==> src/rtl/fir_tdm_pkg.sv <==
// ---------------------------------------------------------------------------
// fir_tdm_pkg
// Shared definitions for the FIR time-division sequencer/collector:
//   - seq_state_t  : sink sequencer state encoding (IDLE / SEND / GAP)
//   - idx_w()      : index width for an NCH-channel frame, clog2(NCH), min 1
//   - align_sample : sign-extends an IN_W sample and left-aligns it in OUT_W
// ---------------------------------------------------------------------------
package fir_tdm_pkg;

    typedef enum logic [1:0] {
        ST_IDLE = 2'd0,
        ST_SEND = 2'd1,
        ST_GAP  = 2'd2
    } seq_state_t;

    // Channel index width; a single-bit index is kept for degenerate sizes.
    function automatic int idx_w(input int n);
        return (n < 2) ? 1 : $clog2(n);
    endfunction

    // Sign-extend the low in_w bits of s, then shift left by (out_w - in_w)
    // so the sample's MSB lands on bit out_w-1. Caller truncates to out_w.
    function automatic logic [63:0] align_sample(input logic [63:0] s,
                                                 input int          in_w,
                                                 input int          out_w);
        logic signed [63:0] v;
        v = $signed(s << (64 - in_w));
        v = v >>> (64 - in_w);
        return v <<< (out_w - in_w);
    endfunction

endpackage

==> src/rtl/fir_tdm_collect.sv <==
// ---------------------------------------------------------------------------
// fir_tdm_collect
// Reassembles per-channel FIR source words into one packed NCH-channel frame
// and owns the output frame register (also loaded by the bypass path).
// Ports:
//   i_clk, i_rst_n        clock, asynchronous active-low reset
//   i_bypass              1 = FIR source words are discarded
//   i_clr                 clears the sticky frame-error flag
//   i_src_data/valid/sop/eop  FIR source word and framing
//   i_byp_load, i_byp_data    bypass frame to publish directly
//   o_data, o_valid       output frame and its one-cycle strobe
//   o_frame_err           sticky malformed-source-frame flag
// ---------------------------------------------------------------------------
module fir_tdm_collect
    import fir_tdm_pkg::*;
#(
    parameter int NCH   = 2,
    parameter int OUT_W = 24
) (
    input  logic                 i_clk,
    input  logic                 i_rst_n,
    input  logic                 i_bypass,
    input  logic                 i_clr,
    input  logic [OUT_W-1:0]     i_src_data,
    input  logic                 i_src_valid,
    input  logic                 i_src_sop,
    input  logic                 i_src_eop,
    input  logic                 i_byp_load,
    input  logic [NCH*OUT_W-1:0] i_byp_data,
    output logic [NCH*OUT_W-1:0] o_data,
    output logic                 o_valid,
    output logic                 o_frame_err
);

    // One extra bit so an index past NCH-1 is representable and detectable.
    localparam int CW = idx_w(NCH) + 1;

    logic [CW-1:0]        r_idx;
    logic                 r_in_frame;
    logic [NCH*OUT_W-1:0] r_asm;
    logic [NCH*OUT_W-1:0] r_out_data;
    logic                 r_out_valid;
    logic                 r_frame_err;

    logic                 w_word;
    logic [CW-1:0]        w_slot;
    logic                 w_err;
    logic                 w_commit;
    logic                 w_wr;
    logic [NCH*OUT_W-1:0] w_asm_next;

    // Classify the incoming source word: error, commit, or plain store.
    always_comb begin
        w_word   = i_src_valid & ~i_bypass;
        w_slot   = i_src_sop ? '0 : r_idx;
        w_err    = 1'b0;
        w_commit = 1'b0;
        if (w_word) begin
            if (!i_src_sop && !r_in_frame) begin
                w_err = 1'b1;                       // no sop opened this frame
            end else if (w_slot > CW'(NCH - 1)) begin
                w_err = 1'b1;                       // more than NCH words
            end else if (i_src_eop) begin
                if (w_slot == CW'(NCH - 1)) begin
                    w_commit = 1'b1;
                end else begin
                    w_err = 1'b1;                   // eop too early
                end
            end else begin
                w_err = 1'b0;
            end
        end else begin
            w_err = 1'b0;
        end
        w_wr       = w_word & ~w_err;
        w_asm_next = r_asm;
        if (w_wr) begin
            w_asm_next[w_slot*OUT_W +: OUT_W] = i_src_data;
        end else begin
            w_asm_next = r_asm;
        end
    end

    // Assembly buffer, index counter, output frame register and sticky error.
    always_ff @(posedge i_clk or negedge i_rst_n) begin
        if (!i_rst_n) begin
            r_idx       <= '0;
            r_in_frame  <= 1'b0;
            r_asm       <= '0;
            r_out_data  <= '0;
            r_out_valid <= 1'b0;
            r_frame_err <= 1'b0;
        end else begin
            r_out_valid <= 1'b0;
            if (w_wr) begin
                r_asm <= w_asm_next;
            end
            if (w_word) begin
                if (w_err || w_commit) begin
                    // Frame closed either way; only a new sop reopens it.
                    r_in_frame <= 1'b0;
                    r_idx      <= '0;
                end else begin
                    r_in_frame <= 1'b1;
                    r_idx      <= w_slot + CW'(1);
                end
            end
            // Bypass and FIR commits are mutually exclusive in practice;
            // bypass takes precedence because FIR words are dropped then.
            if (i_byp_load) begin
                r_out_data  <= i_byp_data;
                r_out_valid <= 1'b1;
            end else if (w_commit) begin
                r_out_data  <= w_asm_next;
                r_out_valid <= 1'b1;
            end
            if (w_err) begin
                r_frame_err <= 1'b1;
            end else if (i_clr) begin
                r_frame_err <= 1'b0;
            end
        end
    end

    assign o_data      = r_out_data;
    assign o_valid     = r_out_valid;
    assign o_frame_err = r_frame_err;

endmodule

==> src/rtl/fir_tdm_mux.sv <==
// ---------------------------------------------------------------------------
// fir_tdm_mux
// Time-division sequencer/collector between an NCH-channel parallel audio
// source and one shared multi-channel streaming FIR. Input frames are
// serialised channel 0 first into sop/eop-framed sink bursts; FIR source
// words are reassembled into a packed output frame. Optional FIR bypass.
// Ports:
//   AMCLK_i, nARST        clock, asynchronous active-low reset
//   in_data_i, in_valid_i packed input frame and one-cycle strobe
//   bypass_i              1 = route input straight to output
//   clr_i                 clears overrun_o and frame_err_o
//   sink_*_o              FIR sink word and framing
//   source_*_i            FIR source word and framing
//   out_data_o, out_valid_o  packed output frame and one-cycle strobe
//   overrun_o, frame_err_o   sticky error flags
// ---------------------------------------------------------------------------
module fir_tdm_mux
    import fir_tdm_pkg::*;
#(
    parameter int NCH   = 2,
    parameter int IN_W  = 16,
    parameter int OUT_W = 24,
    parameter int GAP   = 1
) (
    input  logic                 AMCLK_i,
    input  logic                 nARST,
    input  logic [NCH*IN_W-1:0]  in_data_i,
    input  logic                 in_valid_i,
    input  logic                 bypass_i,
    input  logic                 clr_i,
    output logic [IN_W-1:0]      sink_data_o,
    output logic                 sink_valid_o,
    output logic                 sink_sop_o,
    output logic                 sink_eop_o,
    input  logic [OUT_W-1:0]     source_data_i,
    input  logic                 source_valid_i,
    input  logic                 source_sop_i,
    input  logic                 source_eop_i,
    output logic [NCH*OUT_W-1:0] out_data_o,
    output logic                 out_valid_o,
    output logic                 overrun_o,
    output logic                 frame_err_o
);

    localparam int IDX_W    = idx_w(NCH);
    localparam int GAP_CW   = (GAP > 1) ? $clog2(GAP) : 1;
    localparam int GAP_LAST = (GAP > 0) ? GAP - 1 : 0;

    seq_state_t           r_state;
    logic [IDX_W-1:0]     r_ch;
    logic [GAP_CW-1:0]    r_gap_cnt;
    logic [NCH*IN_W-1:0]  r_active;
    logic [NCH*IN_W-1:0]  r_pend;
    logic                 r_pend_full;
    logic [IN_W-1:0]      r_sink_data;
    logic                 r_sink_valid;
    logic                 r_sink_sop;
    logic                 r_sink_eop;
    logic                 r_overrun;

    logic                 w_decide;
    logic                 w_take;
    logic                 w_byp_load;
    logic                 w_ovr_set;
    logic [NCH*IN_W-1:0]  w_take_data;
    logic [IDX_W-1:0]     w_next_ch;
    logic [NCH*OUT_W-1:0] w_byp_data;

    // Decision point: the sequencer may accept a new frame into active now.
    // Pending always has priority over a fresh strobe to preserve order.
    always_comb begin
        w_decide = 1'b0;
        case (r_state)
            ST_IDLE: w_decide = 1'b1;
            ST_SEND: w_decide = (GAP == 0) && (r_ch == IDX_W'(NCH - 1));
            ST_GAP:  w_decide = (r_gap_cnt == GAP_CW'(GAP_LAST));
            default: w_decide = 1'b1;
        endcase
        w_take      = w_decide & (r_pend_full | in_valid_i);
        w_take_data = r_pend_full ? r_pend : in_data_i;
        w_byp_load  = w_take & bypass_i;
        w_ovr_set   = ~w_decide & in_valid_i & r_pend_full;
        w_next_ch   = r_ch + IDX_W'(1);
    end

    // Bypass path: each channel sign-extended and MSB-aligned into OUT_W.
    for (genvar k = 0; k < NCH; k++) begin : g_align
        assign w_byp_data[k*OUT_W +: OUT_W] =
            OUT_W'(align_sample(64'(w_take_data[k*IN_W +: IN_W]), IN_W, OUT_W));
    end

    // Pending buffer: one frame that arrived while the sequencer was busy.
    always_ff @(posedge AMCLK_i or negedge nARST) begin
        if (!nARST) begin
            r_pend      <= '0;
            r_pend_full <= 1'b0;
        end else if (w_decide) begin
            if (r_pend_full && in_valid_i) begin
                r_pend <= in_data_i;            // pending drains and refills
            end else if (r_pend_full) begin
                r_pend_full <= 1'b0;
            end
        end else if (in_valid_i && !r_pend_full) begin
            r_pend      <= in_data_i;
            r_pend_full <= 1'b1;
        end
    end

    // Sticky overrun flag; a drop in the same cycle beats clr_i.
    always_ff @(posedge AMCLK_i or negedge nARST) begin
        if (!nARST) begin
            r_overrun <= 1'b0;
        end else if (w_ovr_set) begin
            r_overrun <= 1'b1;
        end else if (clr_i) begin
            r_overrun <= 1'b0;
        end
    end

    // Sink sequencer FSM with registered sink framing outputs.
    always_ff @(posedge AMCLK_i or negedge nARST) begin
        if (!nARST) begin
            r_state      <= ST_IDLE;
            r_ch         <= '0;
            r_gap_cnt    <= '0;
            r_active     <= '0;
            r_sink_data  <= '0;
            r_sink_valid <= 1'b0;
            r_sink_sop   <= 1'b0;
            r_sink_eop   <= 1'b0;
        end else begin
            r_sink_sop <= 1'b0;
            if (w_take && !bypass_i) begin
                r_state      <= ST_SEND;
                r_active     <= w_take_data;
                r_ch         <= '0;
                r_sink_data  <= w_take_data[IN_W-1:0];
                r_sink_valid <= 1'b1;
                r_sink_sop   <= 1'b1;
                r_sink_eop   <= 1'b0;
            end else begin
                case (r_state)
                    ST_IDLE: begin
                        r_sink_valid <= 1'b0;
                        r_sink_eop   <= 1'b0;
                    end
                    ST_SEND: begin
                        if (r_ch == IDX_W'(NCH - 1)) begin
                            r_sink_valid <= 1'b0;
                            r_sink_eop   <= 1'b0;
                            r_sink_data  <= '0;
                            r_gap_cnt    <= '0;
                            r_state      <= (GAP > 0) ? ST_GAP : ST_IDLE;
                        end else begin
                            r_ch         <= w_next_ch;
                            r_sink_data  <= r_active[w_next_ch*IN_W +: IN_W];
                            r_sink_eop   <= (w_next_ch == IDX_W'(NCH - 1));
                        end
                    end
                    ST_GAP: begin
                        if (w_decide) begin
                            r_state <= ST_IDLE;
                        end else begin
                            r_gap_cnt <= r_gap_cnt + GAP_CW'(1);
                        end
                    end
                    default: begin
                        r_state      <= ST_IDLE;
                        r_sink_valid <= 1'b0;
                        r_sink_eop   <= 1'b0;
                    end
                endcase
            end
        end
    end

    fir_tdm_collect #(
        .NCH   (NCH),
        .OUT_W (OUT_W)
    ) u_collect (
        .i_clk       (AMCLK_i),
        .i_rst_n     (nARST),
        .i_bypass    (bypass_i),
        .i_clr       (clr_i),
        .i_src_data  (source_data_i),
        .i_src_valid (source_valid_i),
        .i_src_sop   (source_sop_i),
        .i_src_eop   (source_eop_i),
        .i_byp_load  (w_byp_load),
        .i_byp_data  (w_byp_data),
        .o_data      (out_data_o),
        .o_valid     (out_valid_o),
        .o_frame_err (frame_err_o)
    );

    assign sink_data_o  = r_sink_data;
    assign sink_valid_o = r_sink_valid;
    assign sink_sop_o   = r_sink_sop;
    assign sink_eop_o   = r_sink_eop;
    assign overrun_o    = r_overrun;

endmodule

==> config.mk <==
export PLATFORM = sky130hd
export DESIGN_NAME = fir_tdm_mux
export DESIGN_NICKNAME = d
export VERILOG_FILES = /design/src/rtl/fir_tdm_pkg.sv /design/src/rtl/fir_tdm_collect.sv /design/src/rtl/fir_tdm_mux.sv
export SDC_FILE = /design/constraint.sdc
export NUM_CORES = 1
export LEC_CHECK = 0
export ABC_AREA = 1
export BUFFER_PORTS_ARGS = -buffer_cell sky130_fd_sc_hd__buf_2
export CAP_MARGIN = 20
export CORE_MARGIN = 8
export CORE_UTILIZATION = 30
export DETAILED_ROUTE_END_ITERATION = 7
export HOLD_SLACK_MARGIN = 0.12
export PLACE_DENSITY = 0.59
export SYNTH_ARGS = -nofsm -noshare
export SYNTH_HDL_FRONTEND = slang
export SYNTH_SLANG_ARGS = --single-unit
==> constraint.sdc <==
create_clock -name AMCLK_i -period 5.2 [get_ports AMCLK_i]
set_input_delay 0.78 -clock AMCLK_i [delete_from_list [all_inputs] [get_ports AMCLK_i]]
set_output_delay 0.78 -clock AMCLK_i [all_outputs]
set_load 0.02 [all_outputs]
---- Yosys cells after proc, flatten, opt, wreduce, memory -nomap -nowiden ----
Index checks and enable logic that the tools add are counted.
cells by class
  add/sub/neg operators ................... 4
  $mul .................................... 1
  $lt $le $gt $ge ......................... 1
  equal/unequal tests ..................... 11
  shifts and indexed selects .............. 3
  mux-type cells .......................... 49
  bitwise operators ....................... 12
  reductions and logical operators ........ 21
operator list
  cell                        count
  $mux W48                    3
  $mux W32                    4
  $bwmux W48                  1
  $mux W16                    3
  $shift A24 B34 Y48 const A  1
  $shiftx A24 B34 Y48         1
  $neg A7 Y34                 1
  $shiftx A32 B6 Y16          1
  $mux W1                     28
  $reduce_bool A2 Y1          6
  $mux W2                     5
  $ne A2 B2 Y1 const B        5
  $pmux W1 S2                 4
  $and A1 B1 Y1               6
  $ne A3 B3 Y1 const B        2
  $pmux W2 S3                 1
  $reduce_and A2 Y1           3
  $not A1 Y1                  5
  $eq A2 B1 Y1 const B        2
  $logic_and A1 B1 Y1         4
  $logic_not A1 Y1            4
  $mul A2 B2 Y4 const B       1
  $reduce_and A4 Y1           1
  $reduce_and A3 Y1           1
  other kinds (8)             9
word-level totals
  register bits ........................... 190
  bits of input ports ..................... 64
  output and inout port bits .............. 70
  word-level logic and storage cells ...... 119

---- Longest topological paths before layout ----
Gate-level depths: netlist of the first run.
  depth in word-level cells ............... 12
  gate-level depth with buffers ........... 14

---- Hierarchy ----
A second synthesis of the first run with hierarchy kept.
second synthesis, totals
  cell total of the unflattened synthesis .. 1,213
  area, all modules ....................... 8,808.4 um^2
modules (own cells, without submodules)
  module           instances  cells an instance  area each (um^2)
  fir_tdm_collect  1          765                5,353.9
  fir_tdm_mux      1          448                3,454.6

---- Least setup slack after synthesis of the first run ----
OpenSTA, ideal clock, no wires.
  path type ............................... in2reg
  start ................................... in source_sop_i
  end ..................................... reg u_collect.r_out_data[0], in the netlist u_collect.o_data[0]
  library setup time ...................... 65 ps
  arrival time ............................ 2,329 ps
  slack ................................... 2,806 ps
  stages .................................. 12
  buffers on the path ..................... 2
  path through ............................ inv_2 nand2_1 buf_4 ha_1 buf_2 nor2_1 nand2_1 nor2_1 nand2_1 nand2_1 nand2_1 nand2_1
between the ends
  longest elaborated chain between the ends .. 12
  elaborated cells on any way between the ends .. 26
RTL lines
  item                                                  line                    text
  start: declaration                                    fir_tdm_mux.sv:37       input logic source_sop_i,
  branches (longest 12 deep; another with $neg A7 Y34)  -
  end signal: assignment                                fir_tdm_collect.sv:111  r_out_data <= i_byp_data;
  end signal: assignment                                fir_tdm_collect.sv:114  r_out_data <= w_asm_next;
  end: declaration                                      fir_tdm_collect.sv:41   logic [NCH*OUT_W-1:0] r_out_data;
Several ways; the timed one is not identified. The select of a mux whose other input is x is not followed.
A chain may end at the register's enable or synchronous reset.

---- Worst setup path after layout of the first run ----
  start ................................... reg u_collect.r_idx[0]
  end ..................................... reg u_collect.r_out_data[11], in the netlist u_collect.o_data[11]
between the ends
  longest elaborated chain between the ends .. 12
  elaborated cells on any way between the ends .. 24
RTL lines
  item                                                  line                    text
  start: declaration                                    fir_tdm_collect.sv:38   logic [CW-1:0] r_idx;
  start signal: assignment                              fir_tdm_collect.sv:105  r_idx <= w_slot + CW'(1);
  $mux W2 *                                             fir_tdm_collect.sv:55   w_slot = i_src_sop ? '0 : r_idx;
  branches (longest 11 deep; another with $neg A7 Y34)  -
Every way passes the cells marked *. The select of a mux whose other input is x is not followed.

==> results.py, run 1 <==
metrics = {
    "status": {
        "status": "finished clean",
    },
    "route": {
        "detail_route.iter0.violations": 627,
        "post_drt_wl_per_cell_um": 15.4,
        "finalWirelength_mm": 25.8,
        "detail_route.vias_per_cell": 4.50,
        "drcViolationCount": 0,
        "dr_total_vias": 7505,
        "first_pass_iters": 5,
        "route.antenna.remaining_nets": 0,
    },
    "synth": {
        "post_synth.cell_area_avg_um2": 7.43,
        "synthesis.nets": 1241,
        "postSynthCellCount": 1170,
        "mappedNetlistArea_um2": 8700,
        "synth_seq_cells": 174,
        "yosysSeqAreaShare": 0.501,
        "yosysUniqueCellTypes": 31,
        "yosys_warnings": 0,
    },
    "timing": {
        "final.hold.worst_slack_ns": 0.167,
        "slew_headroom": 0.426,
        "min_period_over_period": 0.559,
        "maxClockFrequency_mhz": 344,
        "setup_repair_after_global_routing_missed_its_margin": "false",
        "setup_total_negative_slack_ns": 0,
        "worst-slew-pin-transition_ns": 0.859,
        "final_period_minus_worst_setup_slack_ns": 2.91,
        "finalClockSkew_ns": 0.0129,
        "hold_violations": 0,
        "setup_viols_final": 0,
        "final_max_slew_viol_count": 0,
    },
    "finish": {
        "synthToLayoutAreaGrowth_pct": 17.9,
        "post_route_cells_drive_above_1_share": 0.160,
        "final_area_um2": 10300,
        "post-route-util": 0.358,
        "finalNetCount": 1346,
        "antenna-diode-count": 0,
        "fillers": 3032,
    },
    "clock_network": {
        "cts-resized-gates": 0,
        "clk-insertion-delay-late_ns": 0.44,
        "cts.path.max_buffers": 2,
        "postCtsHoldBufs": 0,
        "clock-root-buffer": "sky130_fd_sc_hd__clkbuf_16",
        "htree_num_levels": 4,
        "numCtsBuffers": 17,
        "tritoncts": "built",
        "number_of_sinks_driven_by_the_clock_tree": 174,
        "post_cts_repair_timing_setup_buffer_count": 0,
        "clkTransAtPathRegs_ns": 0.07,
    },
    "setup_path": {
        "timing_worst_setup_path_type": "reg -> reg",
        "cp_max_fanout": 48,
        "cpPeakStageDelay_ns": 0.68,
        "cp_slowest_cell": "sky130_fd_sc_hd__inv_2",
        "timing.critical_path.required_ns": 5.56,
        "cell_chain_critical_path": "inv_2, nor2_4, ha_1, inv_1, nor2_4, nand3_2, buf_4, inv_2, nand3_1, nand2_1",
        "startpoint_type_of_the_worst_setup_path": "flip-flop",
        "endpoint_kind": "flip-flop",
        "critical_path_arrival_ns": 3.27,
    },
    "global_route": {
        "gr-usage-all-layers": 0.152,
        "antenna_found_initial": 1,
        "first_global_vias": 7172,
        "global_route.overflow_total": 0,
        "grt_start_max_net_pins": 107,
        "grt_pass1_wl_mm": 40.6,
    },
    "floorplan": {
        "die_h_um": 186,
        "num_io_pins": 134,
        "die_area_um2": 34700,
        "initial_utilization": 0.304,
        "fp.coreArea_um2": 28600,
        "die_width_um": 186,
        "row_count": 62,
    },
    "place": {
        "detailedPlacementHpwl_mm": 19.0,
        "gpl.final_weighted_congestion": 0.878,
        "portBuffers": 133,
        "placed_area_um2": 9600,
    },
    "pwr": {
        "ir_worst_vdd_mv": 0.240,
        "power_density_nw_per_um2": 525,
        "pwr_total_uw": 5390,
        "total_leakage_power_uw": 0.00563,
    },
    "job": {
        "maxCapViolCount": 0,
    },
    "worst_hold_path": {
        "min-delay-path-class": "in -> async",
    },
}
[critical path: cells and delay by family (launching register included)]
family        cells  cell delay [ns]
fa+ha+maj         1             0.23
flops             1             0.44
buf+inv           4             1.11
simple gates      5             1.03
[worst paths after layout]
kind / start / end / slack (ns) / cells after the start
min reg2reg: u_collect.r_asm[29] / u_collect.r_asm[29] / 0.47 / 2
max in group asynchronous: nARST / sink_data_o[12] / 4.27 / 2
min in group AMCLK_i: u_collect.r_asm[29] / u_collect.r_asm[29] / 0.47 / 2
min: nARST / u_collect.o_data[25] / 0.17 / 1
max: u_collect.r_idx[0] / u_collect.o_data[11] / 2.29 / 10
max reg2reg: u_collect.r_idx[0] / u_collect.o_data[11] / 2.29 / 10
[registers in the layout, indices dropped and copies added, names as in the netlist, 2 cells and up]
name              flops
sink_data_o          16
u_collect.r_asm      48
r_pend               32
r_active             16
r_state               2
u_collect.o_data     48
u_collect.r_idx       2
[cells in the mapped netlist (all sizes together)]
library cell / instances / area [um2]
ha: 7 / 87.6
nand3: 90 / 483
inv: 138 / 518
nand4: 13 / 81.3
o21ai: 84 / 420
a21oi: 12 / 60.1
nand2: 493 / 1900
nor3: 4 / 20.0
buf: 46 / 265
o211ai: 2 / 15.0
o22ai: 3 / 18.8
nor2: 71 / 299
dfrtp: 174 / 4350
clkbuf: 10 / 38.8
nand3b: 3 / 22.5
and2: 14 / 87.6
o21bai: 1 / 7.51
a31oi: 1 / 6.26
or2: 1 / 6.26
clkinv: 3 / 11.3
[area by class of cell]
cell class                 instances  area, um2  area share
clock inverter                    11        158      0.0154
inverter                         141        529      0.0516
clock buffer                      18        439      0.0428
timing repair buffer             142        779      0.0760
multi-input combinational        799       3510       0.342
sequential                       174       4350       0.425
tap                              384        480      0.0469
[stage by stage]
stage | worst slack (ns) | instances
after global placement | 1.92 | 1638
after global routing | 2.04 | 1669
after detailed placement | 1.91 | 1638
after floorplan | 2.81 | 1170
final | 2.29 | 1669
after CTS | 2.30 | 1667
[power by group]
part | switching [uW] | internal [uW]
clock network | 567 | 770
logic | 1380 | 617
registers | 230 | 1820
total | 2180 | 3210
[cells in the final DEF, fill, tap and decap left out, types with 7 or more instances in the layout]
| cell type | n |
|---|---|
| sky130_fd_sc_hd__a21oi_1 | 12 |
| sky130_fd_sc_hd__and2_1 | 14 |
| sky130_fd_sc_hd__buf_2 | 132 |
| sky130_fd_sc_hd__buf_4 | 7 |
| sky130_fd_sc_hd__clkbuf_16 | 17 |
| sky130_fd_sc_hd__dfrtp_1 | 174 |
| sky130_fd_sc_hd__ha_1 | 7 |
| sky130_fd_sc_hd__inv_1 | 130 |
| sky130_fd_sc_hd__inv_2 | 8 |
| sky130_fd_sc_hd__nand2_1 | 477 |
| sky130_fd_sc_hd__nand2_2 | 15 |
| sky130_fd_sc_hd__nand3_1 | 85 |
| sky130_fd_sc_hd__nand4_1 | 13 |
| sky130_fd_sc_hd__nor2_1 | 66 |
| sky130_fd_sc_hd__o21ai_0 | 71 |
| sky130_fd_sc_hd__o21ai_1 | 13 |
[metal layers]
metal  routed length, um  track usage  share of wire
met1               12200        0.213           0.47
met2               11700        0.237           0.45
met3                1730       0.0367          0.067
met4                 180       0.0286         0.0070
met5                  12            0        0.00047
[kinds of logic after synthesis]
kind of cell             after synthesis  share of synthesized area
buffers and inverters                197                     0.0958
adder cells (fa/ha/maj)                7                     0.0101
AND/OR/NAND/NOR                      689                      0.333
flip-flops                           174                      0.501
AO/OA/AOI/OAI                        103                     0.0607
(Power assumes the default switching activity.)
==> inputs of run 2 (changes only) <==
==> constraint.sdc (replaced) <==
create_clock -name AMCLK_i -period 3 [get_ports AMCLK_i]
set_input_delay 0.45 -clock AMCLK_i [delete_from_list [all_inputs] [get_ports AMCLK_i]]
set_output_delay 0.45 -clock AMCLK_i [all_outputs]
set_load 0.02 [all_outputs]
==> results.py, run 2 (synthesis gave the netlist of run 1 again) <==
metrics = {
    "setup_path": {
        "timing.critical_path.required_ns": 3.32,
        "endpoint_kind": "flip-flop",
        "startpoint_type_of_the_worst_setup_path": "flip-flop",
        "cp_max_fanout": 21,
        "critical_path_arrival_ns": 2.79,
        "timing_worst_setup_path_type": "reg -> reg",
    },
    "worst_hold_path": {
        "min-delay-path-class": "in -> reg",
    },
    "place": {
        "gpl.final_weighted_congestion": 0.871,
        "post_place_setup_slack_ns": 0.316,
        "portBuffers": 133,
        "detailedPlacementHpwl_mm": 19.0,
    },
    "route": {
        "detail_route.vias_per_cell": 4.44,
        "first_pass_iters": 5,
        "finalWirelength_mm": 25.7,
        "post_drt_wl_per_cell_um": 15.3,
        "dr_total_vias": 7452,
        "route.antenna.remaining_nets": 0,
        "detail_route.iter0.violations": 623,
        "drcViolationCount": 0,
    },
    "pwr": {
        "ir_worst_vdd_mv": 0.453,
        "total_leakage_power_uw": 0.00567,
        "power_density_nw_per_um2": 909,
    },
    "global_route": {
        "first_global_vias": 7223,
        "grt_pass1_wl_mm": 40.0,
        "gr-usage-all-layers": 0.149,
        "antenna_found_initial": 1,
        "global_route.overflow_total": 0,
        "grt_start_max_net_pins": 67,
    },
    "finish": {
        "antenna-diode-count": 0,
        "post_route_cells_drive_above_1_share": 0.164,
        "finalNetCount": 1355,
        "fillers": 3060,
        "synthToLayoutAreaGrowth_pct": 19.0,
        "final_cell_mix": "477 x sky130_fd_sc_hd__nand2_1, 174 x sky130_fd_sc_hd__dfrtp_1, 132 x sky130_fd_sc_hd__buf_2",
        "layout.cells.most_common": "sky130_fd_sc_hd__nand2_1",
    },
    "timing": {
        "worst-slew-pin-transition_ns": 0.735,
        "setup_slack_ns": 0.526,
        "final_period_minus_worst_setup_slack_ns": 2.47,
        "final_max_slew_viol_count": 0,
        "setup_repair_after_global_routing_missed_its_margin": "false",
        "maxClockFrequency_mhz": 404,
        "setup_viols_final": 0,
        "setup_total_negative_slack_ns": 0,
        "slew_headroom": 0.509,
        "min_period_over_period": 0.825,
        "hold_violations": 0,
        "finalClockSkew_ns": 0.0170,
    },
    "floorplan": {
        "die_area_um2": 34700,
        "die_h_um": 186,
        "row_count": 62,
        "initial_utilization": 0.304,
        "num_io_pins": 134,
        "die_width_um": 186,
        "fp.coreArea_um2": 28600,
    },
    "status": {
        "status": "finished clean",
    },
    "clock_network": {
        "clock-root-buffer": "sky130_fd_sc_hd__clkbuf_16",
        "number_of_sinks_driven_by_the_clock_tree": 174,
        "cts.path.max_buffers": 2,
        "clkTransAtPathRegs_ns": 0.07,
        "clk-insertion-delay-late_ns": 0.43,
        "tritoncts": "built",
        "post_cts_repair_timing_setup_buffer_count": 0,
        "htree_num_levels": 4,
        "numCtsBuffers": 17,
    },
    "job": {
        "maxCapViolCount": 0,
    },
}
## run 2: cell types whose count changed in the layout (fill, tap and decap cells not counted)
cell / change
sky130_fd_sc_hd__buf_4: +6
sky130_fd_sc_hd__buf_12: +4
sky130_fd_sc_hd__buf_16: -2
sky130_fd_sc_hd__clkbuf_1: +2
sky130_fd_sc_hd__inv_6: -2
sky130_fd_sc_hd__bufinv_16: +1
sky130_fd_sc_hd__clkbuf_8: +1
sky130_fd_sc_hd__dlygate4sd3_1: +1
sky130_fd_sc_hd__inv_8: -1
## run 2: where the power goes
part	internal, uW	leakage [uW]	switching (uW)
Clock	1430	0.000300	928
Combinational	1090	0.00315	2370
Sequential	3160	0.00223	427
## run 2: per-stage QoR
stage	instances	instance area, um2	hold WS, ns	utilization	power, uW
3_5_place_dp	1647	9700	0.460	0.339	7110
4_1_cts	1678	10300	0.203	0.361	9490
2_1_floorplan	1170	8700	0.154	-	5950
6_report	1679	10400	0.217	0.362	9410
5_1_grt	1679	10400	0.222	0.362	10100
3_3_place_gp	1647	9700	0.458	0.339	7050
## run 2: area by class of cell
type / count / area (um2) / area share
flip-flops and latches: 174 / 4350 / 0.421
multi-input cells: 799 / 3510 / 0.339
repair buffers: 151 / 860 / 0.0830
inverters: 141 / 529 / 0.0511
well taps: 384 / 480 / 0.0464
clock buffers: 21 / 460 / 0.0445
clock inverters: 9 / 159 / 0.0153
## run 2: routing by layer
metal	part of all wire	track usage	up-vias
met2	0.45	0.233	194
met4	0.014	0.0397	2
met5	0.00039	0	-
met3	0.055	0.0313	24
met1	0.48	0.207	3412
li1	-	-	3820
## run 2: path summary, 6_finish.rpt
kind                            cells past startpoint                     to                 from  slack [ns]
worst max-delay path                                9   u_collect.o_data[14]   u_collect.r_idx[1]        0.53
worst min-delay path                                2  u_collect.o_frame_err                clr_i        0.22
worst max register to register                      9   u_collect.o_data[14]   u_collect.r_idx[1]        0.53
worst min register to register                      2    u_collect.r_asm[31]  u_collect.r_asm[31]        0.47
max in group asynchronous                           3   u_collect.o_data[45]                nARST        1.68
min in group asynchronous                           2      u_collect.o_valid                nARST        0.56
## run 2: what timing repair did
item / 4_1_cts / 5_1_grt
hold endpoints to repair: 58 / 0
resized for setup: 0 / 0
setup endpoints to repair: 0 / 0
hold buffers: 1 / 0
## run 2: worst max-delay path: stages, from the launching register on
cell and delay, ns:
sky130_fd_sc_hd__dfrtp_1 0.48, sky130_fd_sc_hd__nand2_4 0.21, sky130_fd_sc_hd__ha_1 0.72, sky130_fd_sc_hd__nor2_1 0.14, sky130_fd_sc_hd__nand2_1 0.26, sky130_fd_sc_hd__nor2_1 0.07
sky130_fd_sc_hd__nor2_1 0.16, sky130_fd_sc_hd__nand2_1 0.10, sky130_fd_sc_hd__nand3_1 0.16, sky130_fd_sc_hd__nand2_1 0.07
==> inputs of run 3 (changes only) <==
--- a/config.mk
+++ b/config.mk
@@ -12,7 +12,7 @@
 export CORE_UTILIZATION = 30
 export DETAILED_ROUTE_END_ITERATION = 7
 export HOLD_SLACK_MARGIN = 0.12
-export PLACE_DENSITY = 0.59
+export PLACE_DENSITY = 0.6
 export SYNTH_ARGS = -nofsm -noshare
 export SYNTH_HDL_FRONTEND = slang
 export SYNTH_SLANG_ARGS = --single-unit
==> constraint.sdc (replaced) <==
create_clock -name AMCLK_i -period 2.2 [get_ports AMCLK_i]
set_input_delay 0.33 -clock AMCLK_i [delete_from_list [all_inputs] [get_ports AMCLK_i]]
set_output_delay 0.33 -clock AMCLK_i [all_outputs]
set_load 0.02 [all_outputs]
==> results.py, run 3 (synthesis gave the netlist of run 1 again) <==
metrics = {
    "timing": {
        "setup_viols_final": 0,
        "setup_slack_ns": 0.228,
        "finalClockSkew_ns": 0.0119,
        "worst-slew-pin-transition_ns": 0.563,
        "final_period_minus_worst_setup_slack_ns": 1.97,
        "hold_violations": 0,
        "maxClockFrequency_mhz": 507,
        "final.hold.worst_slack_ns": 0.165,
        "slew_headroom": 0.625,
        "min_period_over_period": 0.896,
        "final_max_slew_viol_count": 0,
        "setup_repair_after_global_routing_missed_its_margin": "false",
    },
    "clock_network": {
        "post_cts_repair_timing_setup_buffer_count": 0,
        "clkTransAtPathRegs_ns": 0.07,
        "htree_num_levels": 4,
        "tritoncts": "built",
        "clock-root-buffer": "sky130_fd_sc_hd__clkbuf_16",
        "clk-insertion-delay-late_ns": 0.43,
        "number_of_sinks_driven_by_the_clock_tree": 174,
        "cts.path.max_buffers": 2,
        "numCtsBuffers": 17,
    },
    "pwr": {
        "ir_worst_vdd_mv": 0.508,
        "switching_share": 0.414,
        "pwr_total_uw": 12800,
        "total_leakage_power_uw": 0.00576,
        "combPwrFrac": 0.380,
        "intPower_uw": 7500,
        "power_density_nw_per_um2": 1220,
        "power.clock.fraction": 0.237,
        "switching_power_uw": 5300,
        "p_seq_frac": 0.383,
    },
    "route": {
        "detail_route.iter0.violations": 703,
        "detail_route.vias_per_cell": 4.53,
        "first_pass_iters": 5,
        "route.antenna.remaining_nets": 0,
        "drcViolationCount": 0,
        "dr_total_vias": 7710,
        "post_drt_wl_per_cell_um": 15.5,
        "finalWirelength_mm": 26.4,
    },
    "place": {
        "post_place_setup_slack_ns": -0.0844,
        "gpl.final_weighted_congestion": 0.899,
        "detailedPlacementHpwl_mm": 20.1,
        "place.detailed.instances": 1668,
        "portBuffers": 133,
    },
    "floorplan": {
        "initial_utilization": 0.304,
        "row_count": 62,
        "die_h_um": 186,
        "die_width_um": 186,
        "fp.coreArea_um2": 28600,
        "num_io_pins": 134,
        "die_area_um2": 34700,
    },
    "finish": {
        "final_cell_mix": "477 x sky130_fd_sc_hd__nand2_1, 174 x sky130_fd_sc_hd__dfrtp_1, 132 x sky130_fd_sc_hd__buf_2",
        "layout.cells.non_filler": 1702,
        "synthToLayoutAreaGrowth_pct": 20.9,
        "antenna-diode-count": 0,
        "finalNetCount": 1376,
        "post_route_cells_drive_above_1_share": 0.180,
        "layout.cells.most_common": "sky130_fd_sc_hd__nand2_1",
    },
    "setup_path": {
        "crit_family": "simple AND/OR/NAND/NOR gates",
        "critical_path_arrival_ns": 2.34,
        "endpoint_kind": "flip-flop",
        "cell_chain_critical_path": "nand2_1, ha_1, nand3_1, nor2_1, nor2_1, nand2_1, nand3_1, nand2_1",
        "worstPathBufferInverterCount": 0,
        "crit_top_cell": "sky130_fd_sc_hd__nand2_1",
        "startpoint_type_of_the_worst_setup_path": "flip-flop",
        "timing.critical_path.required_ns": 2.57,
        "cp_slowest_cell": "sky130_fd_sc_hd__ha_1",
        "cp_max_fanout": 8,
        "cpPeakStageDelay_ns": 0.49,
        "timing_worst_setup_path_type": "reg -> reg",
    },
    "global_route": {
        "grt_most_used_layer": "met2",
        "globalRouteMet2Util": 0.238,
        "gr-usage-all-layers": 0.152,
        "grt_pass1_wl_mm": 40.5,
        "global_route.overflow_total": 0,
        "first_global_vias": 7278,
        "antenna_found_initial": 0,
        "grtUsageMet1": 0.211,
        "grt_util_met3": 0.0303,
        "grt_start_max_net_pins": 67,
    },
    "job": {
        "maxCapViolCount": 0,
    },
    "worst_hold_path": {
        "min-delay-path-class": "in -> reg",
    },
    "status": {
        "status": "finished clean",
    },
}
-- run 3: changes by cell type in the layout (fill, tap and decap cells not counted), sizes merged --
cell and change:
buf +20, bufinv -3, clkbuf -1, clkinv +1, clkinvlp +1, dlygate4sd3 +1
inv +4
-- run 3: final timing paths --
path	start	end	slack (ns)	cells past startpoint
worst max register to register	u_collect.r_idx[0]	u_collect.o_data[8]	0.23	8
worst max-delay path	u_collect.r_idx[0]	u_collect.o_data[8]	0.23	8
max in group asynchronous	nARST	sink_data_o[7]	1.10	3
worst min register to register	u_collect.r_asm[28]	u_collect.r_asm[28]	0.48	2
worst min-delay path	in_data_i[1]	r_pend[1]	0.16	3
min in group asynchronous	nARST	u_collect.o_data[25]	0.43	2
-- run 3: final cells by class --
cell class | instances | area (um2)
Sequential cell | 174 | 4350
Inverter | 141 | 533
Clock inverter | 12 | 130
Clock buffer | 20 | 447
Fill cell | 3063 | 18100
Multi-Input combinational cell | 799 | 3510
Tap cell | 384 | 480
Timing Repair Buffer | 172 | 1060
-- run 3: metal layers --
metal | part of all wire | vias to the layer above
li1 | - | 3864
met1 | 0.47 | 3575
met2 | 0.45 | 246
met3 | 0.070 | 25
met4 | 0.013 | 0
met5 | 0 | -
-- run 3: worst reg2reg max path, cell delays in order (launching register included) --
cell and delay, ns:
sky130_fd_sc_hd__dfrtp_1 0.41, sky130_fd_sc_hd__nand2_1 0.14, sky130_fd_sc_hd__ha_1 0.49, sky130_fd_sc_hd__nand3_1 0.35, sky130_fd_sc_hd__nor2_1 0.18, sky130_fd_sc_hd__nor2_1 0.07, sky130_fd_sc_hd__nand2_1 0.08, sky130_fd_sc_hd__nand3_1 0.13
sky130_fd_sc_hd__nand2_1 0.08
-- run 3: what timing repair did --
item | in CTS | in global routing
endpoints found under the setup margin | 0 | 34
hold buffers | 2 | 0
hold endpoints to repair | 51 | 0
resized for setup | 0 | 2
-- run 3: metrics by stage --
stage | util | area (um2) | TNS (ns)
2_1_floorplan | - | 8700 | 0
3_3_place_gp | 0.346 | 9910 | -0.0712
3_5_place_dp | 0.346 | 9910 | -0.922
4_1_cts | 0.367 | 10500 | 0
5_1_grt | 0.367 | 10500 | 0
6_report | 0.367 | 10500 | 0
-- run 3: power groups by stage --
stage / clock, uW / sequential (uW) / combinational, uW
2_1_floorplan: 0 / 5320 / 2790
3_3_place_gp: 0 / 4930 / 4850
3_5_place_dp: 0 / 4960 / 4900
4_1_cts: 3080 / 4900 / 4940
5_1_grt: 3220 / 5020 / 5490
6_report: 3030 / 4900 / 4870
